File: src/rtl/rom_fetch_pipe_if.sv
// Fetch-side bundle for the loadable instruction ROM: boot load port,
// flush, request and response handshakes. Names are from the ROM's viewpoint.
interface rom_fetch_pipe_if #(
  parameter int unsigned IDX_LEN  = 64,
  parameter int unsigned DATA_LEN = 32
);
  logic                load_start_i;
  logic                load_valid_i;
  logic [DATA_LEN-1:0] load_data_i;
  logic                load_done_o;
  logic                flush_i;
  logic                req_valid_i;
  logic                req_ready_o;
  logic [IDX_LEN-1:0]  req_idx_i;
  logic                rsp_valid_o;
  logic                rsp_ready_i;
  logic [DATA_LEN-1:0] rsp_data_o;
  logic                rsp_err_o;

  modport slave (
    input  load_start_i, load_valid_i, load_data_i, flush_i,
           req_valid_i, req_idx_i, rsp_ready_i,
    output load_done_o, req_ready_o, rsp_valid_o, rsp_data_o, rsp_err_o
  );

  modport master (
    output load_start_i, load_valid_i, load_data_i, flush_i,
           req_valid_i, req_idx_i, rsp_ready_i,
    input  load_done_o, req_ready_o, rsp_valid_o, rsp_data_o, rsp_err_o
  );
endinterface

File: src/rtl/rom_fetch_pipe.sv
// Loadable instruction ROM for the fetch stage: sequential boot load, then
// byte-PC fetches through an RD_LAT-deep stallable, flushable read pipeline.
module rom_fetch_pipe #(
  parameter int unsigned        IDX_LEN    = 64,
  parameter logic [IDX_LEN-1:0] BASE_IDX   = IDX_LEN'(64'h0000_0000_8000_0000),
  parameter int unsigned        DATA_LEN   = 32,
  parameter int unsigned        ROM_DEPTH  = 32,
  parameter int unsigned        ROM_IDXLEN = 5,
  parameter int unsigned        RD_LAT     = 1
) (
  input  logic            clk,
  input  logic            rst,
  rom_fetch_pipe_if.slave bus
);

  localparam logic [IDX_LEN-1:0]    ROM_BYTES = IDX_LEN'(ROM_DEPTH * 4);
  localparam logic [ROM_IDXLEN-1:0] LAST_IDX  = ROM_IDXLEN'(ROM_DEPTH - 1);

  typedef enum logic {LOAD, SERVE} state_e;

  state_e                           state_q;
  logic [ROM_IDXLEN-1:0]            cnt_q;
  logic                             load_done_q;
  logic [DATA_LEN-1:0]              mem_q [ROM_DEPTH];

  logic [RD_LAT-1:0]                vld_pipe_q;
  logic [RD_LAT-1:0][DATA_LEN-1:0]  dat_pipe_q;
  logic [RD_LAT-1:0]                err_pipe_q;

  logic                  serve, stall, accept, addr_err;
  logic [IDX_LEN-1:0]    off;
  logic [ROM_IDXLEN-1:0] word;
  logic [DATA_LEN-1:0]   rd_data;

  assign serve    = (state_q == SERVE);
  assign stall    = vld_pipe_q[RD_LAT-1] && !bus.rsp_ready_i;
  assign accept   = bus.req_valid_i && bus.req_ready_o;

  // PCs below the base wrap to huge offsets and fault via the range check.
  assign off      = bus.req_idx_i - BASE_IDX;
  assign addr_err = (off[1:0] != 2'b00) || (off >= ROM_BYTES);
  assign word     = off[ROM_IDXLEN+1:2];
  assign rd_data  = addr_err ? '0 : mem_q[word];

  assign bus.req_ready_o = serve && !stall && !bus.flush_i && !bus.load_start_i;
  assign bus.load_done_o = load_done_q;
  assign bus.rsp_valid_o = vld_pipe_q[RD_LAT-1];
  assign bus.rsp_data_o  = dat_pipe_q[RD_LAT-1];
  assign bus.rsp_err_o   = err_pipe_q[RD_LAT-1];

  always_ff @(posedge clk) begin
    if (rst) begin
      state_q     <= LOAD;
      cnt_q       <= '0;
      load_done_q <= 1'b0;
    end else begin
      case (state_q)
        LOAD: if (bus.load_valid_i) begin
          cnt_q <= cnt_q + 1'b1;
          if (cnt_q == LAST_IDX) begin
            state_q     <= SERVE;
            load_done_q <= 1'b1;
          end
        end
        SERVE: if (bus.load_start_i) begin
          state_q     <= LOAD;
          cnt_q       <= '0;
          load_done_q <= 1'b0;
        end
        default: state_q <= LOAD;
      endcase
    end
  end

  // Contents survive reset; only the load port ever writes them.
  always_ff @(posedge clk) begin
    if (!rst && !serve && bus.load_valid_i)
      mem_q[cnt_q] <= bus.load_data_i;
  end

  // Data is read at accept time and carried down the stages; the array only
  // changes in LOAD, when no fetch can be in flight.
  always_ff @(posedge clk) begin
    if (rst) begin
      vld_pipe_q <= '0;
      dat_pipe_q <= '0;
      err_pipe_q <= '0;
    end else if ((serve && bus.load_start_i) || bus.flush_i) begin
      vld_pipe_q <= '0;
    end else if (!stall) begin
      vld_pipe_q[0] <= accept;
      dat_pipe_q[0] <= rd_data;
      err_pipe_q[0] <= addr_err;
      for (int i = 1; i < RD_LAT; i++) begin
        vld_pipe_q[i] <= vld_pipe_q[i-1];
        dat_pipe_q[i] <= dat_pipe_q[i-1];
        err_pipe_q[i] <= err_pipe_q[i-1];
      end
    end
  end

endmodule
File: src/flat_wrapper.sv
// flat-port wrapper written by rule: the top's interface ports become plain ports
module rom_fetch_pipe_flat 
#(
  parameter int unsigned        IDX_LEN    = 64,
  parameter logic [IDX_LEN-1:0] BASE_IDX   = IDX_LEN'(64'h0000_0000_8000_0000),
  parameter int unsigned        DATA_LEN   = 32,
  parameter int unsigned        ROM_DEPTH  = 32,
  parameter int unsigned        ROM_IDXLEN = 5,
  parameter int unsigned        RD_LAT     = 1
)
  (clk, rst, bus_load_start_i, bus_load_valid_i, bus_load_data_i, bus_flush_i, bus_req_valid_i, bus_req_idx_i, bus_rsp_ready_i, bus_load_done_o, bus_req_ready_o, bus_rsp_valid_o, bus_rsp_data_o, bus_rsp_err_o);
  rom_fetch_pipe_if #(.IDX_LEN(IDX_LEN), .DATA_LEN(DATA_LEN)) bus_i ();
  input  logic clk;
  input  logic rst;
  input wire logic [$bits(bus_i.load_start_i)-1:0] bus_load_start_i;
  input wire logic [$bits(bus_i.load_valid_i)-1:0] bus_load_valid_i;
  input wire logic [$bits(bus_i.load_data_i)-1:0] bus_load_data_i;
  input wire logic [$bits(bus_i.flush_i)-1:0] bus_flush_i;
  input wire logic [$bits(bus_i.req_valid_i)-1:0] bus_req_valid_i;
  input wire logic [$bits(bus_i.req_idx_i)-1:0] bus_req_idx_i;
  input wire logic [$bits(bus_i.rsp_ready_i)-1:0] bus_rsp_ready_i;
  output wire logic [$bits(bus_i.load_done_o)-1:0] bus_load_done_o;
  output wire logic [$bits(bus_i.req_ready_o)-1:0] bus_req_ready_o;
  output wire logic [$bits(bus_i.rsp_valid_o)-1:0] bus_rsp_valid_o;
  output wire logic [$bits(bus_i.rsp_data_o)-1:0] bus_rsp_data_o;
  output wire logic [$bits(bus_i.rsp_err_o)-1:0] bus_rsp_err_o;
  assign bus_i.load_start_i = bus_load_start_i;
  assign bus_i.load_valid_i = bus_load_valid_i;
  assign bus_i.load_data_i = bus_load_data_i;
  assign bus_i.flush_i = bus_flush_i;
  assign bus_i.req_valid_i = bus_req_valid_i;
  assign bus_i.req_idx_i = bus_req_idx_i;
  assign bus_i.rsp_ready_i = bus_rsp_ready_i;
  assign bus_load_done_o = bus_i.load_done_o;
  assign bus_req_ready_o = bus_i.req_ready_o;
  assign bus_rsp_valid_o = bus_i.rsp_valid_o;
  assign bus_rsp_data_o = bus_i.rsp_data_o;
  assign bus_rsp_err_o = bus_i.rsp_err_o;
  rom_fetch_pipe #(.IDX_LEN(IDX_LEN), .BASE_IDX(BASE_IDX), .DATA_LEN(DATA_LEN), .ROM_DEPTH(ROM_DEPTH), .ROM_IDXLEN(ROM_IDXLEN), .RD_LAT(RD_LAT)) u_core (.clk(clk), .rst(rst), .bus(bus_i));
endmodule
File: config.mk
export PLATFORM = sky130hd
export DESIGN_NAME = rom_fetch_pipe_flat
export DESIGN_NICKNAME = d
export VERILOG_FILES = /design/src/rtl/rom_fetch_pipe_if.sv /design/src/rtl/rom_fetch_pipe.sv /design/src/flat_wrapper.sv
export SDC_FILE = /design/constraint.sdc
export NUM_CORES = 1
export LEC_CHECK = 0
export CAP_MARGIN = 5
export CORE_UTILIZATION = 55
export CTS_CLUSTER_DIAMETER = 50
export DETAILED_ROUTE_END_ITERATION = 12
export MAX_ROUTING_LAYER = met4
export PLACE_DENSITY = 0.83
export SYNTH_ARGS = -nofsm -noshare
export SYNTH_HDL_FRONTEND = slang
export SYNTH_SLANG_ARGS = --single-unit
File: constraint.sdc
create_clock -name clk -period 3.3 [get_ports clk]
set_input_delay 0.66 -clock clk [delete_from_list [all_inputs] [get_ports clk]]
set_output_delay 0.66 -clock clk [all_outputs]
set_load 0.02 [all_outputs]
==> results of run 1 <==
[worst max path at each step]
| stage | startpoint | to | slack, ns | depth (start not counted) |
|---|---|---|---|---|
| finish | bus_load_start_i | bus_req_ready_o | 0.46 | 4 |
| floorplan | bus_load_valid_i | u_core.mem_q[30][0] | 0.11 | 4 |
| global route | bus_req_idx_i[35] | u_core.bus.rsp_data_o[9] | 0.38 | 9 |
| global placement | bus_req_idx_i[52] | u_core.bus.rsp_err_o | -0.02 | 8 |
| detailed placement | bus_req_idx_i[35] | u_core.bus.rsp_data_o[25] | -0.1 | 9 |
| CTS | bus_load_start_i | bus_req_ready_o | 0.45 | 4 |
[final cells by class]
class	count	area share, %
sequential	1065	64.17
multi-input combinational	888	19.57
timing repair buffer	285	6.478
clock buffer	129	5.626
tap	969	2.464
clock inverter	57	1.394
inverter	38	0.2899
antenna	2	0.01017
[state kept, by name, summed over array words and instances (netlist names)]
name and flops:
u_core.bus.rsp_valid_o 1, u_core.bus.rsp_err_o 1, u_core.serve 1, u_core.bus.load_done_o 1, u_core.bus.rsp_data_o 32, u_core.mem_q 1024
u_core.cnt_q 5
[cells by family after synthesis]
logic type	Yosys count	synth area share, %
AOI/OAI and AO/OA	285	5.665
adders and majority gates	6	0.1804
muxes	416	14.24
and+or+nand+nor	177	2.297
buffers and inverters	163	1.660
xor gates and xnor gates	4	0.08421
DFF	1065	75.87
[worst max-delay path, delay by kind of cell]
kind,cells,cell delay [ns]
and+or+nand+nor,2,0.44
buffers and inverters,2,1.08
[layer usage]
| metal | wire [um] | GRT usage, % | part of all wire, % |
|---|---|---|---|
| met4 | 4465 | 12.51 | 4.1 |
| met2 | 53380 | 46.80 | 49 |
| met3 | 12030 | 4.885 | 11 |
| met5 | 0 | - | 0 |
| met1 | 38640 | 36.92 | 36 |
[power groups by stage]
stage	Clock, mW	Combinational, mW	Sequential [mW]
floorplan	0	0.718	15.1
global placement	0	1.36	15.1
detailed placement	0	1.42	15.2
CTS	12.1	1.44	14.9
global route	12.6	1.52	14.9
finish	12.0	1.46	14.9
[synthesized netlist by cell type, types with 3 or more instances]
cell type / instances
nor3_1: 10
ha_1: 6
or3_1: 3
nor4_1: 16
mux2i_1: 160
a21oi_1: 6
o21ai_0: 39
nor2b_1: 6
nand4_1: 5
o221ai_1: 64
a221oi_1: 64
dfxtp_1: 41
mux4_2: 128
and3_1: 3
nand3b_1: 4
clkbuf_1: 70
a22oi_1: 3
o31ai_2: 29
buf_6: 3
a211o_1: 32
mux2_2: 128
nand3_1: 4
nand2b_1: 5
buf_1: 15
xnor2_1: 3
buf_4: 4
o22ai_1: 32
o31a_1: 3
inv_1: 38
nor2_1: 49
edfxtp_1: 1024
buf_2: 33
nand2_1: 51
nor4b_1: 3
[per-stage QoR]
step | power (mW) | setup TNS (ns)
2_1_floorplan | 15.87 | 0
3_3_place_gp | 16.51 | -0.04013
3_5_place_dp | 16.57 | -1.459
4_1_cts | 28.38 | 0
5_1_grt | 28.97 | 0
6_report | 28.35 | 0
==> out/qor.yml, run 1 <==
pwr:
  p_seq_share_pct: 52.4
  p_leak_nw: 16.01
  pwr-share-clk_pct: 42.4
  p_sw_mw: 5.784
  powerDensity_mw_per_mm2: 576.3
  p_int_mw: 22.57
  ir_worst_vdd_mv: 0.3521
  comb_power_share_pct: 5.1
  p_sw_share_pct: 20.40
clocking:
  cts_resized: 0
  hold_buffers: 0
  clock_latency_ns: 0.66
  cts_inserted_buffers: 103
  cts_root_buf: "clkbuf_16"
  cts_buffer_depth: 3
  h-tree-depth: 3
  cts.sinks: 1065
  clk_pin_slew_ns: 0.06
  cts_tree: "built"
  post-cts-setup-buffers: 0
placed_design:
  hpwl_um: 59540
  place_area_mm2: 0.04574
  dp.cells: 3245
  pre_cts_slack_ns: -0.09723
  port_buffers: 138
  place_congestion: 0.8646
routing:
  wl_per_cell_um: 31.61
  vias_per_cell: 6.798
  totalWireLength_um: 108500
  drc: 0
  vias: 23340
  drt-initial-drc-count: 3094
  postRouteAntennaNets: 0
  first_pass_iters: 5
worst_setup_path:
  rr_startpoint: "u_core.serve"
  crit_type: "primary input to output pin"
  reg2reg_setup_slack_ns: 1.10
  crit_path_frequent_cell: "clkdlybuf4s50_1"
  cp-start-kind: "primary input"
  worstSetupEndpointType: "output pin"
  critPathMaxStageDelay_ns: 0.64
  cp.arrival_ns: 2.18
  r2r_end: "u_core.bus.rsp_data_o[1]"
  cp_data_required_time_ns: 2.64
  rr_worst_depth: 7
  cp_max_fo: 5
  crit_chain: "clkdlybuf4s50_1 > nand2b_1 > nor3_1 > clkdlybuf4s50_1"
  slowest_stage: "clkdlybuf4s50_1"
floorplanning:
  rows: 100
  dieArea_mm2: 0.07676
  initial_utilization_pct: 55.71
  die_w_um: 277.1
  pin_count: 139
  die_h_um: 277.1
  core-area_mm2: 0.07470
logic_synthesis:
  yosys_warnings: 0
  seq_area_frac_synth_pct: 75.87
  netlist_area_mm2: 0.04161
  synth_area_leader_cell: "edfxtp_1"
  syn_nets: 2225
  synthTopCellsByArea: "edfxtp_1 74%, mux4_2 6.9%, mux2i_1 3.8%, mux2_2 3.5%, dfxtp_1 2.0%"
  synth-seq-cells: 1065
  synth_edf_count: 1024
  syn_area_per_cell_um2: 19.66
  async_flop_share_pct: 0
  synth_cell_types: 58
  synthCells: 2116
  synth_top_area_share_pct: 73.90
  synth_flop_cell: "edfxtp_1"
sta:
  slew_viol_final: 0
  clock-skew-final_ns: 0.02572
  fmax_ghz: 0.3519
  period_minus_slack_ns: 2.842
  hold_ws_ns: 0.4868
  min_period_over_period_pct: 86.12
  finalSetupViolations: 0
  rsz0062_at_grt: "false"
  hold_viol_final: 0
  worst_slack_ns: 0.4581
  tightest_slew_ns: 1.179
  slew_headroom_pct: 21.15
finish:
  stdcell_count: 3433
  regArea_mm2: 0.03157
  mostFrequentLayoutCell: "edfxtp_1"
  nFillCells: 4385
  final_util_pct: 65.86
  post-route-cell-area_mm2: 0.04920
  final_cell_mix: "1024 x edfxtp_1, 160 x mux2i_1, 134 x clkdlybuf4s50_1"
  final_nets: 2490
  synthToLayoutAreaGrowth_pct: 18.23
  multi_input_area_mm2: 0.009625
  drive_gt1_share_pct: 26.08
global_route:
  grt_usage_pct: 29.12
  gr-total-overflow: 0
  grt_pass1_vias: 23770
  grt_max_degree: 65
  antenna_found_initial: 2
  grt_pass1_wl_um: 156800
hold_path:
  worstHoldPathCells: 2
  hp-start: "u_core.bus.load_done_o"
  min_path_type: "register to register"
  whs_endpoint: "u_core.bus.load_done_o"
outcome:
  status: "finished clean"
run:
  cap_violations: 0
Power figures use the tool's default switching activity.
==> inputs of run 2 (changes only) <==
--- a/config.mk
+++ b/config.mk
@@ -11,6 +11,7 @@
 export DETAILED_ROUTE_END_ITERATION = 12
 export MAX_ROUTING_LAYER = met4
 export PLACE_DENSITY = 0.83
+export SKIP_CTS_REPAIR_TIMING = 1
 export SYNTH_ARGS = -nofsm -noshare
 export SYNTH_HDL_FRONTEND = slang
 export SYNTH_SLANG_ARGS = --single-unit
==> results of run 2 <==
The final DEF is identical to that of run 1; final timing and power are the same.
